==> src/rtl/uart_tx_arbiter.sv <==
// Round-robin arbiter that shares one UART transmitter between NUM_REQ byte streams.
// A grant is held until the owner's last byte or MAX_BURST bytes; the output byte is registered.
module uart_tx_arbiter #(
  parameter int NUM_REQ   = 4,
  parameter int MAX_BURST = 16
) (
  input  logic                   clk_i,
  input  logic                   rst_ni,
  input  logic [NUM_REQ-1:0]     req_valid_i,
  input  logic [NUM_REQ*8-1:0]   req_data_i,
  input  logic [NUM_REQ-1:0]     req_last_i,
  output logic [NUM_REQ-1:0]     req_ready_o,
  output logic                   tx_valid_o,
  output logic [7:0]             tx_data_o,
  input  logic                   tx_ready_i,
  output logic [NUM_REQ-1:0]     grant_o,
  output logic                   busy_o
);

  localparam int PTR_W = $clog2(NUM_REQ);
  localparam int CNT_W = (MAX_BURST > 0) ? $clog2(MAX_BURST + 1) : 1;

  typedef enum logic {IDLE, LOCKED} state_e;

  state_e             state_q, state_d;
  logic [PTR_W-1:0]   owner_q, owner_d;
  logic [PTR_W-1:0]   rr_ptr_q, rr_ptr_d;
  logic [CNT_W-1:0]   burst_cnt_q, burst_cnt_d;
  logic               tx_valid_q, tx_valid_d;
  logic [7:0]         tx_data_q, tx_data_d;

  logic               win_found;
  logic [PTR_W-1:0]   win_idx;
  logic               owner_valid, owner_last;
  logic [7:0]         owner_byte;
  logic               buf_free, accept, burst_done;

  function automatic logic [PTR_W-1:0] wrap_add(input logic [PTR_W-1:0] base, input int off);
    int s;
    s = int'(base) + off;
    if (s >= NUM_REQ) s = s - NUM_REQ;
    return PTR_W'(s);
  endfunction

  // Scan from the farthest offset down so the requester closest to rr_ptr wins.
  always_comb begin
    win_found = 1'b0;
    win_idx   = '0;
    for (int k = NUM_REQ - 1; k >= 0; k--) begin
      if (req_valid_i[wrap_add(rr_ptr_q, k)]) begin
        win_found = 1'b1;
        win_idx   = wrap_add(rr_ptr_q, k);
      end
    end
  end

  always_comb begin
    owner_valid = 1'b0;
    owner_last  = 1'b0;
    owner_byte  = '0;
    for (int i = 0; i < NUM_REQ; i++) begin
      if (owner_q == PTR_W'(i)) begin
        owner_valid = req_valid_i[i];
        owner_last  = req_last_i[i];
        owner_byte  = req_data_i[8*i +: 8];
      end
    end
  end

  assign grant_o     = (state_q == LOCKED) ? (NUM_REQ'(1) << owner_q) : '0;
  assign buf_free    = ~tx_valid_q | tx_ready_i;
  assign req_ready_o = grant_o & {NUM_REQ{buf_free}};
  assign accept      = (state_q == LOCKED) & owner_valid & buf_free;
  assign burst_done  = (MAX_BURST != 0) && (int'(burst_cnt_q) + 1 == MAX_BURST);
  assign busy_o      = (state_q == LOCKED) | tx_valid_q;
  assign tx_valid_o  = tx_valid_q;
  assign tx_data_o   = tx_data_q;

  // NOTE: every signal driven here gets a default first, otherwise an untaken branch infers a latch.
  always_comb begin
    state_d     = state_q;
    owner_d     = owner_q;
    rr_ptr_d    = rr_ptr_q;
    burst_cnt_d = burst_cnt_q;
    tx_valid_d  = tx_valid_q & ~tx_ready_i;
    tx_data_d   = tx_data_q;

    unique case (state_q)
      IDLE: begin
        if (win_found) begin
          state_d     = LOCKED;
          owner_d     = win_idx;
          burst_cnt_d = '0;
        end
      end
      LOCKED: begin
        if (accept) begin
          tx_valid_d = 1'b1;
          tx_data_d  = owner_byte;
          if (MAX_BURST != 0) burst_cnt_d = burst_cnt_q + CNT_W'(1);
          if (owner_last || burst_done) begin
            state_d  = IDLE;
            rr_ptr_d = wrap_add(owner_q, 1);
          end
        end
      end
      default: state_d = IDLE;
    endcase
  end

  // NOTE: sequential state uses non-blocking assignments so all registers update from pre-edge values.
  always_ff @(posedge clk_i or negedge rst_ni) begin
    if (!rst_ni) begin
      state_q     <= IDLE;
      owner_q     <= '0;
      rr_ptr_q    <= '0;
      burst_cnt_q <= '0;
      tx_valid_q  <= 1'b0;
      tx_data_q   <= 8'h00;
    end else begin
      state_q     <= state_d;
      owner_q     <= owner_d;
      rr_ptr_q    <= rr_ptr_d;
      burst_cnt_q <= burst_cnt_d;
      tx_valid_q  <= tx_valid_d;
      tx_data_q   <= tx_data_d;
    end
  end

endmodule

==> config.mk <==
export PLATFORM = sky130hd
export DESIGN_NAME = uart_tx_arbiter
export DESIGN_NICKNAME = d
export VERILOG_FILES = /design/src/rtl/uart_tx_arbiter.sv
export SDC_FILE = /design/constraint.sdc
export NUM_CORES = 1
export LEC_CHECK = 0
export CAP_MARGIN = 0
export CORE_MARGIN = 4
export CORE_UTILIZATION = 37
export DETAILED_ROUTE_END_ITERATION = 10
export GPL_TIMING_DRIVEN = 0
export PLACE_DENSITY = 0.76
export SLEW_MARGIN = 20
export SYNTH_ARGS = -nofsm -noshare
export SYNTH_HDL_FRONTEND = slang
export SYNTH_SLANG_ARGS = --single-unit
==> constraint.sdc <==
create_clock -name clk_i -period 1.9 [get_ports clk_i]
set_input_delay 0.38 -clock clk_i [delete_from_list [all_inputs] [get_ports clk_i]]
set_output_delay 0.38 -clock clk_i [all_outputs]
set_load 0.005 [all_outputs]
==> results of run 1 <==
[synthesized netlist by cell type, drive strengths merged, types with 2 or more instances]
cell / count
nor2: 22
a21oi: 20
dfrtp: 19
nand2: 14
a221oi: 9
nor3: 9
inv: 7
clkbuf: 5
ha: 5
o21ai: 5
and3: 4
buf: 4
and2: 3
mux2: 3
mux2i: 2
nand2b: 2
nand3: 2
o21a: 2
o221ai: 2
or2: 2
xnor2: 2
[sequential cells by signal (all words and copies together) (netlist names)]
name,flops
burst_cnt_q,5
owner_q,2
rr_ptr_q,2
state_q,1
tx_data_o,8
tx_valid_o,1
[cell families (layout without fill, tap and decap cells)]
group | after synthesis | count (layout)
xor gates and xnor gates | 2 | 2
buffers and inverters | 16 | 114
AOI/OAI and AO/OA | 45 | 45
adders and majority gates | 5 | 5
and+or+nand+nor | 63 | 63
muxes | 5 | 5
DFF | 19 | 19
[area by class of cell]
cell class	count	area, um^2	area share
flip-flops and latches	19	475	0.176
plain buffers	8	133	0.0490
clock buffers	3	22.5	0.00833
well taps	46	57.6	0.0213
clock inverters	1	5.00	0.00185
multi-input cells	120	1020	0.378
repair buffers	95	955	0.353
inverters	7	33.8	0.0125
[metrics by stage]
stage                     utilization  setup TNS (ps)
after global routing            0.804           -4010
after CTS                       0.734            -702
after floorplan                     -               0
after detailed placement        0.586           -7700
after global placement          0.586           -7310
final                           0.804           -2370
[worst max path at each step]
stage | startpoint | to | cells after the start | slack (ps)
floorplan | owner_q[0] | rr_ptr_q[1] | 8 | 3
global placement | owner_q[0] | req_ready_o[3] | 5 | -770
detailed placement | owner_q[0] | req_ready_o[3] | 5 | -750
CTS | owner_q[0] | req_ready_o[3] | 6 | -160
global route | owner_q[1] | rr_ptr_q[1] | 9 | -290
finish | owner_q[1] | rr_ptr_q[1] | 9 | -240
[what timing repair did]
| item | 4_1_cts | 5_1_grt |
|---|---|---|
| hold buffers | 0 | 0 |
| endpoints found under the setup margin | 24 | 26 |
| gates cloned | 2 | 0 |
| pin swaps | 9 | 15 |
| resized for setup | 75 | 64 |
| setup buffers | 27 | 7 |
| endpoints found under the hold margin | 0 | 0 |
[placed cells by master, fill, tap and decap left out, drive strengths merged]
master          n
a22oi           1
o21a            2
o21ai           5
mux2i           2
dlygate4sd2     1
nand2          14
xnor2           2
buf            45
nor4            1
nand4b          1
and3            4
clkinv          1
ha              5
nor3            9
a221oi          9
o22ai           1
a21boi          1
nand3           2
mux2            3
or2             2
a31oi           1
and2            3
clkdlybuf4s50  51
o311ai          1
a2bb2oi         1
nor3b           1
inv             7
nor2b           1
clkbuf          9
nand2b          2
nand3b          1
dfrtp          19
o211a           1
a21oi          20
o221ai          2
nor2           22
[where the power goes]
group	internal [uW]	switching, uW
registers	595	199
logic	2120	1670
clock network	78.6	142
total	2800	2010
[layer usage]
layer	vias up	part of all wire
met5	-	0
met4	0	0.036
met3	26	0.085
met2	96	0.50
met1	804	0.38
li1	753	-
[critical path: stages, from the launching register on]
cell	delay, ps
dfrtp_1	430
buf_6	130
inv_4	40
buf_6	90
ha_4	150
nor2b_2	230
a22oi_1	150
a221oi_2	310
o21a_4	200
mux2_4	290
==> results by stage, run 1 <==
Routing:
- The detailed-route wire length per cell is slightly above 20 um.
- The number of nets with antenna violations after routing is 0.
- In the routed layout, each cell is associated on average with a via count of between 5 and 6.
- The number of design rule violations left after detail routing is 0.
- Detailed routing inserted a total of around 1700 vias.
- The first detailed-routing pass took 4 iterations.
- The number of design-rule violations left by the first detailed-router iteration is 89.
- Wires add up to slightly above 6000 um.

Flow run:
- The reported max-cap violation count is 0.

Global routing:
- The global routing's busiest layer is met2.
- The number of antenna violations at the first check in global routing is 0.
- The total overflow left after global routing is 0.
- The number of global-route vias before repair is around 1600.
- For this run, global-route usage on met1 was measured as 0.255.
- Across every metal layer, demand over resource in global routing totals 0.228.
- The largest net degree at the start of global routing is 20.
- The wire length of the first global-routing pass is about 7900 um.
- In the global route stage, met3 resource usage came out at 0.0590.
- The global-route track usage on met2 is 0.428.

STA:
- The final worst hold slack is roughly 560 ps.
- The count of final hold-check violations came to 0.
- At the pin with the least slew margin, the transition time is about 910 ps.
- The worst clock skew is ~1.7 ps.
- Setup slack on the critical path of the routed design comes to -236 ps.
- The final number of setup-violating endpoints is 24.
- The worst pin sits at a relative slew slack of 0.392.
- Based on the critical path, the design can be clocked at up to 468 MHz.
- The final count of pins violating max slew came to 0.
- The clock period minus final worst setup slack is about 2100 ps.
- The fraction of the cycle the final worst path needs is 1.12.
- Setup repair after global routing could not meet its margin everywhere.

Synth:
- The netlist uses 36 different library cells.
- Of the total synthesized cell area, the portion taken by XOR and XNOR cells is 0.0136.
- A synthesized cell averages between 8 and 9 um^2.
- The count of synthesis-stage warnings from yosys is 0.
- The proportion of synthesized chip area in sequential cells is 0.369.
- The post-synthesis share of cell area spent on full adders, half adders and majority gates is 0.0485.
- Synthesis produced a netlist whose cell count is ~160.
- The main flop type after synthesis is dfrtp_1.
- The post-synthesis compound-gate area fraction was 0.238.
- Of all flip-flops after synthesis, the portion carrying an async set or reset was 1.00.
- Of the post-synthesis cell area, the dominant cell type holds 0.369.
- The simple-gate share of the synthesized area is 0.238.
- By area, the combinational part of the netlist is dominated by compound AO/OA/AOI/OAI gates.
- The synthesized cell area is 0.00129 mm^2.
- The synthesized netlist net count is about 200.
- The multiplexer share of the synthesized area is 0.0417.
- Yosys mapped a number of flops with a built-in enable equal to 0.
- The synthesized design spends more area on one cell type than any other, namely dfrtp_1.
- Ranked by total cell area, the synthesized netlist is headed by dfrtp_1 (37%), a21oi_1 (7.8%), nor2_1 (6.4%).
- In this run, synthesis produced a sequential element count of 19.

Hold path:
- The worst hold path endpoint is burst_cnt_q[2].
- In this run the worst hold path is classified as reg2reg.
- In this run the most critical hold path is launched from burst_cnt_q[2].
- Along the worst hold path, the cell count comes to 1.

Power and ir drop:
- After layout, the design draws a total of approximately 4800 uW.
- The worst voltage drop across the vdd grid is approximately 0.96 mV.
- The total leakage power is ~0.0011 uW.
- Dividing total power by cell area gives a power density of 1780 mW/mm^2.

Placed design:
- The half-perimeter wire length after detailed placement is between 2000 and 3000 um.
- The setup slack after placement is -751 ps.
- The weighted congestion at the end of routability-driven global placement is 0.820.
- The cell count after placement is about 260.
- Once placement finished, the instance area stood at 0.00197 mm^2.
- The port buffer count is 60.

Finish:
- The number of non-filler instances in the completed layout is 299.
- The filler cells instantiated in the layout total about 170.
- The fraction of layout cells with a size suffix above 1 is 0.427.
- The final non-filler cell area is 0.00271 mm^2.
- From synthesis to final layout, the design area changed by 110%.
- The final layout contains about 300 nets.
- The antenna diode count is 0.

Floorplan:
- The horizontal die dimension is between 60 and 70 um.
- approximately 60 I/O pins were placed.
- The die area is roughly 0.0045 mm^2.
- The core region is roughly 0.0034 mm^2.
- The y dimension of the die is about 67 um.
- The floorplan has 21 rows.
- The starting utilization of the core area is 0.384.

Clocking:
- The latest clock arrival within the worst-skew pair is 310 ps.
- The maximum level of the CTS H-tree is 1.
- The clock root buffer master is clkbuf_4.
- The maximum count of clock buffers along a single path is 2.
- The clock transition at the registers of the reported paths is around 120 ps.
- Counting every sink on the clock net gives 19.
- The number of clock buffers added by TritonCTS is 3.
- The clock tree from TritonCTS is yes.

Worst setup path:
- For the worst setup path, the data arrival time is roughly 2300 ps.
- The end of the worst register-to-register path is rr_ptr_q[1].
- The worst path required time is roughly 2100 ps.
- The critical path endpoint category is a flop.
- In this run the register-to-register setup slack is -240 ps.
- The largest fanout of any net on the critical path is 3.
- The startpoint type of the worst setup path is a flop.
- The classification of the worst setup path is reg2reg.
- The worst register-to-register path begins at owner_q[1].
- Measured in cells, the most critical reg-to-reg path has a length of 9.

Run status:
- The final reports fail on setup timing.
- The run finished, with violations left.
Power figures use the tool's default switching activity.
==> inputs of run 2 (changes only) <==
- SETUP_SLACK_MARGIN: unset -> 0.15
- SLEW_MARGIN: 20 -> 10
==> results by stage, run 2 (synthesized netlist as in run 1, its figures left out) <==
Global routing:
- The met1 routing resource usage after global routing is 0.254 (was 0.255).
- The total overflow reported by the global router is 0 (unchanged).
- The global-route track usage on met2 is 0.399 (was 0.428).
- The global-route usage over all layers came to 0.224 (was 0.228).
- The global routing's busiest layer is met2 (unchanged).
- The largest net degree at the start of global routing is 20 (unchanged).
- The number of global-route vias before repair is 1548 (was 1642).
- The wire length of the first global-routing pass is 7570 um (was 7860 um).
- The met3 usage is 0.0590 (unchanged).
- The number of antenna violations at the first check in global routing is 0 (unchanged).

Clocking:
- The maximum count of clock buffers along a single path is 2 (unchanged).
- The number of sinks on the clock net came to 19 (unchanged).
- The clock tree from TritonCTS is yes (unchanged).
- The maximum level of the CTS H-tree was 1 (unchanged).
- The number of hold buffers added after cts came to 0 (unchanged).
- The number of buffers created by CTS is 3 (unchanged).
- The clock root buffer master is clkbuf_4 (unchanged).
- The clock transition at the registers of the reported paths is 120 ps (about the same).
- The latest clock arrival within the worst-skew pair is 310 ps (about the same).

Placed design:
- The cell count after placement came to 261 (unchanged).
- The port buffer count is 60 (unchanged).
- The weighted congestion at the end of routability-driven global placement is 0.845 (was 0.820).
- The half-perimeter wire length after detailed placement came to 2910 um (was 2900 um).

STA:
- The worst relative slew slack is 0.396 (was 0.392).
- The fraction of the cycle the final worst path needs is 1.09 (was 1.12).
- The final number of setup-violating endpoints came to 19 (was 24).
- The final count of pins violating max slew was 0 (unchanged).
- The clock period minus final worst setup slack is 2070 ps (was 2140 ps).
- Unrepaired setup endpoints after global routing: true (unchanged).
- The final worst-path setup slack was -170 ps (was -236 ps).
- The worst clock skew came to 6.15 ps (was 1.72 ps).
- The transition time of the tightest slew-check pin came to 903 ps (was 909 ps).
- The count of final hold-check violations is 0 (unchanged).
- The fmax was 483 MHz (was 468 MHz).

Routing:
- The number of design rule violations left after detail routing is 0 (unchanged).
- The detailed-route wire length per cell was 21.4 um (was 20.6 um).
- The number of design-rule violations left by the first detailed-router iteration came to 111 (was 89).
- The total routed wirelength is 6260 um (was 6150 um).
- The detail-routed via count per cell is 5.68 (was 5.62).
- The number of search-and-repair iterations in the first detailed-routing pass is 4 (unchanged).
- The number of vias in the routed layout is 1658 (was 1679).
- The number of nets with antenna violations after routing is 0 (unchanged).

Finish:
- The most common library cell in the layout ignoring fill and taps is clkdlybuf4s50_1 (unchanged).
- The number of nets at the end of the flow was 295 (was 302).
- The antenna diode count is 0 (unchanged).
- The flip-flop count of the largest register after layout is 8 (unchanged).
- The number of non-filler instances in the completed layout is 292 (was 299).
- The growth of design area from synthesis to finish came to 107% (was 110%).
- Top library cells by usage in the layout, fill and taps aside: clkdlybuf4s50_1 (51), dfrtp_1 (19), buf_6 (16) (was clkdlybuf4s50_1 (51), dfrtp_1 (19), buf_6 (17), buf_4 (17), nor2_1 (13)).
- The fraction of layout cells with a size suffix above 1 is 0.423 (was 0.427).

Flow run:
- The reported max-cap violation count is 0 (unchanged).

Floorplan:
- The number of rows created at floorplan came to 21 (unchanged).
- The number of primary I/O pins was 61 (unchanged).
- The y dimension of the die is 67.0 um (unchanged).
- The core area is 0.00336 mm^2 (unchanged).
- The die area is 0.00450 mm^2 (unchanged).
- The starting utilization of the core area is 0.384 (unchanged).
- The horizontal die dimension is 67.0 um (unchanged).

Run status:
- Violations in the final reports: setup timing (unchanged).
- Result of the run: finished, violations left (unchanged).

Worst setup path:
- The number of cells on the worst reg-to-reg path is 10 (was 9).
- Series of cell instances along the critical path: inv_2 -> buf_6 -> ha_4 -> nor2b_4 -> buf_6 -> buf_4 -> a221oi_1 -> nor3_1 -> a21oi_1 -> a21oi_1 (was buf_6 -> inv_4 -> buf_6 -> ha_4 -> nor2b_2 -> a22oi_1 -> a221oi_2 -> o21a_4 -> mux2_4).
- The end of the worst register-to-register path was tx_data_o[2] (was rr_ptr_q[1]).
- The classification of the worst setup path is reg2reg (unchanged).
- The largest fanout of any net on the critical path is 8 (was 3).
- The worst path required time is 2100 ps (was 2110 ps).
- The slack of the worst reg-to-reg path is -170 ps (was -240 ps).
- The startpoint type of the worst setup path is a flop (unchanged).
- The data arrival time at the worst-slack endpoint is 2270 ps (was 2340 ps).
- The highest cell delay on the worst timing path is 420 ps (was 430 ps).
- The library cell contributing the largest single delay on the critical path is dfrtp_1 (unchanged).
- The start of the worst register-to-register path is owner_q[1] (unchanged).
- The critical path endpoint category is a flop (unchanged).

Power and ir drop:
- The final total power is 4720 uW (was 4810 uW).
- The worst voltage drop across the vdd grid is 0.979 mV (was 0.959 mV).
- The areal power density over the cells came to 1760 mW/mm^2 (was 1780 mW/mm^2).
- The total leakage power is 0.00109 uW (was 0.00112 uW).

Hold path:
- The type of the worst min-delay path is in2async (was reg2reg).
run 2: cell types whose count changed in the layout (fill, tap and decap cells not counted), moves of 2 or more:
cell and delta:
clkbuf_2 -2, nor2_2 -2, buf_4 -3, and2_1 -2, and2_4 +2, inv_4 -2
run 2: area by class of cell:
type	count	area, um^2
Sequential cell	19	475
Timing Repair Buffer	87	876
Clock buffer	4	26.3
Tap cell	46	57.6
Fill cell	183	689
Inverter	7	33.8
Multi-Input combinational cell	120	1050
Buffer	9	156
run 2: metal layers:
layer	share of wire	routed length (um)	vias up
met4	0.041	259	0
li1	-	-	738
met3	0.10	627	24
met1	0.37	2320	805
met5	0	0	-
met2	0.49	3050	91
run 2: critical path, delay by kind of cell, from the launching register on:
kind	cells	cell delay, ps
simple gates	2	240
compound gates	3	670
buf+inv	4	470
flops	1	420
fa+ha+maj	1	170
run 2: power by group:
part / total (uW) / switching, uW / internal (uW)
registers: 794 / 199 / 595
clock network: 218 / 136 / 81.9
logic: 3700 / 1670 / 2040
run 2: worst max-delay path by stage:
stage,from,endpoint,cells past startpoint
2_1_floorplan,owner_q[0],rr_ptr_q[1],8
3_3_place_gp,owner_q[0],req_ready_o[3],5
3_5_place_dp,owner_q[0],req_ready_o[3],5
4_1_cts,owner_q[1],req_ready_o[3],6
5_1_grt,owner_q[0],tx_data_o[2],10
6_report,owner_q[1],tx_data_o[2],10
run 2: metrics by stage:
step                setup TNS (ps)  utilization  setup slack [ps]  hold slack, ps  instance area, um^2
CTS                          -90.5        0.730             -27.2             542                 2450
global placement             -7260        0.587              -764             511                 1980
global route                 -2910        0.795              -218             586                 2670
finish                       -1950        0.795              -170             569                 2670
detailed placement           -8000        0.587              -779             525                 1980
floorplan                        0            -              7.42            84.4                 1320
run 2: what timing repair did:
item,in CTS,in global routing
endpoints found under the setup margin,25,27
gates cloned,1,1
setup buffers,22,3
pin swaps,13,11
gates resized for setup,107,39
==> inputs of run 3 (changes only) <==
- SETUP_SLACK_MARGIN: 0.15 -> 0.5
==> results by stage, run 3 (synthesized netlist as in run 1, its figures left out) <==
Run status:
- Result of the run: finished, violations left (unchanged).
- Violations in the final reports: setup timing (unchanged).

Clocking:
- The maximum count of clock buffers along a single path is 2 (unchanged).
- The latest clock arrival within the worst-skew pair was 300 ps (was 310 ps).
- The clock transition at the registers of the reported paths is 100 ps (was 120 ps).
- The number of hold buffers added after cts came to 0 (unchanged).
- The maximum level of the CTS H-tree is 1 (unchanged).
- The clock root buffer master is clkbuf_4 (unchanged).
- The number of sinks on the clock net was 19 (unchanged).
- The number of buffers created by CTS came to 3 (unchanged).
- The clock tree from TritonCTS is yes (unchanged).

STA:
- The worst relative slew slack is 0.414 (was 0.396).
- The count of final hold-check violations is 0 (unchanged).
- The fraction of the cycle the final worst path needs came to 1.05 (was 1.09).
- The clock period minus final worst setup slack is 2000 ps (was 2070 ps).
- The worst clock skew is 6.62 ps (was 6.15 ps).
- The final number of setup-violating endpoints is 14 (was 19).
- The transition time of the tightest slew-check pin is 877 ps (was 903 ps).
- The final count of pins violating max slew came to 0 (unchanged).
- The fmax was 501 MHz (was 483 MHz).
- The final worst-path setup slack was -97.7 ps (was -170 ps).
- Unrepaired setup endpoints after global routing: true (unchanged).

Floorplan:
- The core area was 0.00336 mm^2 (unchanged).
- The die area is 0.00450 mm^2 (unchanged).
- The horizontal die dimension is 67.0 um (unchanged).
- The y dimension of the die is 67.0 um (unchanged).
- The number of rows created at floorplan is 21 (unchanged).
- The starting utilization of the core area is 0.384 (unchanged).
- The number of primary I/O pins was 61 (unchanged).

Placed design:
- The weighted congestion at the end of routability-driven global placement is 0.740 (was 0.845).
- The setup slack after placement is -444 ps (was -779 ps).
- The port buffer count is 60 (unchanged).
- The cell count after placement is 261 (unchanged).
- The half-perimeter wire length after detailed placement is 3090 um (was 2910 um).

Finish:
- The antenna diode count was 0 (unchanged).
- The flip-flop count of the largest register after layout is 8 (unchanged).
- The number of nets at the end of the flow is 301 (was 295).
- Top library cells by usage in the layout, fill and taps aside: clkdlybuf4s50_1 (42), buf_4 (25), dfrtp_1 (18) (was clkdlybuf4s50_1 (51), dfrtp_1 (19), buf_6 (16)).
- The fraction of layout cells with a size suffix above 1 is 0.397 (was 0.423).
- The number of non-filler instances in the completed layout is 298 (was 292).
- The most common library cell in the layout ignoring fill and taps was clkdlybuf4s50_1 (unchanged).
- The growth of design area from synthesis to finish is 96.7% (was 107%).

Routing:
- The number of search-and-repair iterations in the first detailed-routing pass came to 4 (unchanged).
- The detail-routed via count per cell is 5.51 (was 5.68).
- The total routed wirelength came to 5360 um (was 6260 um).
- The number of design rule violations left after detail routing is 0 (unchanged).
- The number of nets with antenna violations after routing came to 0 (unchanged).
- The number of design-rule violations left by the first detailed-router iteration came to 111 (unchanged).
- The number of vias in the routed layout is 1641 (was 1658).
- The detailed-route wire length per cell came to 18.0 um (was 21.4 um).

Global routing:
- The number of antenna violations at the first check in global routing is 0 (unchanged).
- The largest net degree at the start of global routing is 20 (unchanged).
- The global-route usage over all layers was 0.224 (about the same).
- The number of global-route vias before repair is 1575 (was 1548).
- The wire length of the first global-routing pass was 7620 um (was 7570 um).
- The total overflow reported by the global router is 0 (unchanged).

Power and ir drop:
- The worst voltage drop across the vdd grid is 0.944 mV (was 0.979 mV).
- The total leakage power is 0.00108 uW (was 0.00109 uW).
- The final total power was 4110 uW (was 4720 uW).
- The areal power density over the cells is 1620 mW/mm^2 (was 1760 mW/mm^2).

Worst setup path:
- The startpoint type of the worst setup path is a flop (unchanged).
- The worst setup path endpoint is rr_ptr_q[1] (was tx_data_o[2]).
- The number of cells on the worst reg-to-reg path is 8 (was 10).
- The worst path required time came to 2090 ps (was 2100 ps).
- The slack of the worst reg-to-reg path was -100 ps (was -170 ps).
- The start of the worst register-to-register path is owner_q[0] (was owner_q[1]).
- The critical path endpoint category was a flop (unchanged).
- The end of the worst register-to-register path is rr_ptr_q[1] (was tx_data_o[2]).
- The largest fanout of any net on the critical path is 4 (was 8).
- The launch point of the critical path is owner_q[0] (was owner_q[1]).
- The classification of the worst setup path is reg2reg (unchanged).
- The data arrival time at the worst-slack endpoint is 2190 ps (was 2270 ps).

Hold path:
- The type of the worst min-delay path is reg2reg (was in2async).

Flow run:
- The reported max-cap violation count is 0 (unchanged).
==> run 3: cell types whose count changed in the layout (fill, tap and decap cells not counted), sizes merged <==
| cell | before | now |
|---|---|---|
| clkdlybuf4s50 | 51 | 42 |
| clkdlybuf4s15 | 1 | 2 |
| dlygate4sd2 | 0 | 9 |
| clkbuf | 8 | 12 |
| buf | 40 | 41 |
==> run 3: timing repair <==
action | 4_1_cts | 5_1_grt
setup endpoints to repair | 37 | 31
pin swaps | 7 | 6
gates cloned | 2 | 0
setup buffers | 26 | 5
resized for setup | 78 | 40
==> run 3: worst max-delay path, cell delays in order (launching register included) <==
cell and delay (ps):
dfrtp_2 460, buf_6 130, ha_4 160, buf_6 130, nand2b_4 70, o311ai_4 100, nor3b_4 330, o21a_4 200
mux2_4 300
==> run 3: layout make-up <==
type / count / area, um^2
inverters: 7 / 26.3
clock buffers: 4 / 26.3
plain buffers: 9 / 138
multi-input cells: 120 / 963
well taps: 46 / 57.6
repair buffers: 93 / 850
flip-flops and latches: 19 / 477
fillers: 216 / 826
==> run 3: routing by layer <==
metal,vias up,GRT usage,share of wire
li1,756,-,-
met1,801,0.269,0.40
met2,65,0.394,0.49
met3,19,0.0472,0.074
met4,0,0.0684,0.036
met5,-,0,0
==> run 3: power breakdown <==
part	leakage, uW	switching [uW]	internal, uW
Clock	0.0000150	125	81.9
Combinational	0.000837	1430	1690
Sequential	0.000224	183	598
==> run 3: stage by stage <==
| stage | TNS (ps) | util | hold slack [ps] | instance area, um^2 |
|---|---|---|---|---|
| final | -679 | 0.754 | 548 | 2540 |
| after global routing | -2070 | 0.754 | 592 | 2540 |
| after CTS | -354 | 0.712 | 541 | 2390 |
| after detailed placement | -6640 | 0.591 | 519 | 1990 |
| after global placement | -6330 | 0.591 | 512 | 1990 |
| after floorplan | 0 | - | 84.4 | 1330 |
==> run 3: worst min-delay path by stage <==
stage | cells after the start | slack, ps | start | endpoint
after global routing | 1 | 590 | burst_cnt_q[2] | burst_cnt_q[2]
after detailed placement | 2 | 520 | tx_data_o[6] | tx_data_o[6]
after floorplan | 0 | 80 | rst_ni | burst_cnt_q[0]
after global placement | 2 | 510 | tx_data_o[1] | tx_data_o[1]
after CTS | 2 | 540 | tx_data_o[5] | tx_data_o[5]
final | 1 | 550 | burst_cnt_q[2] | burst_cnt_q[2]
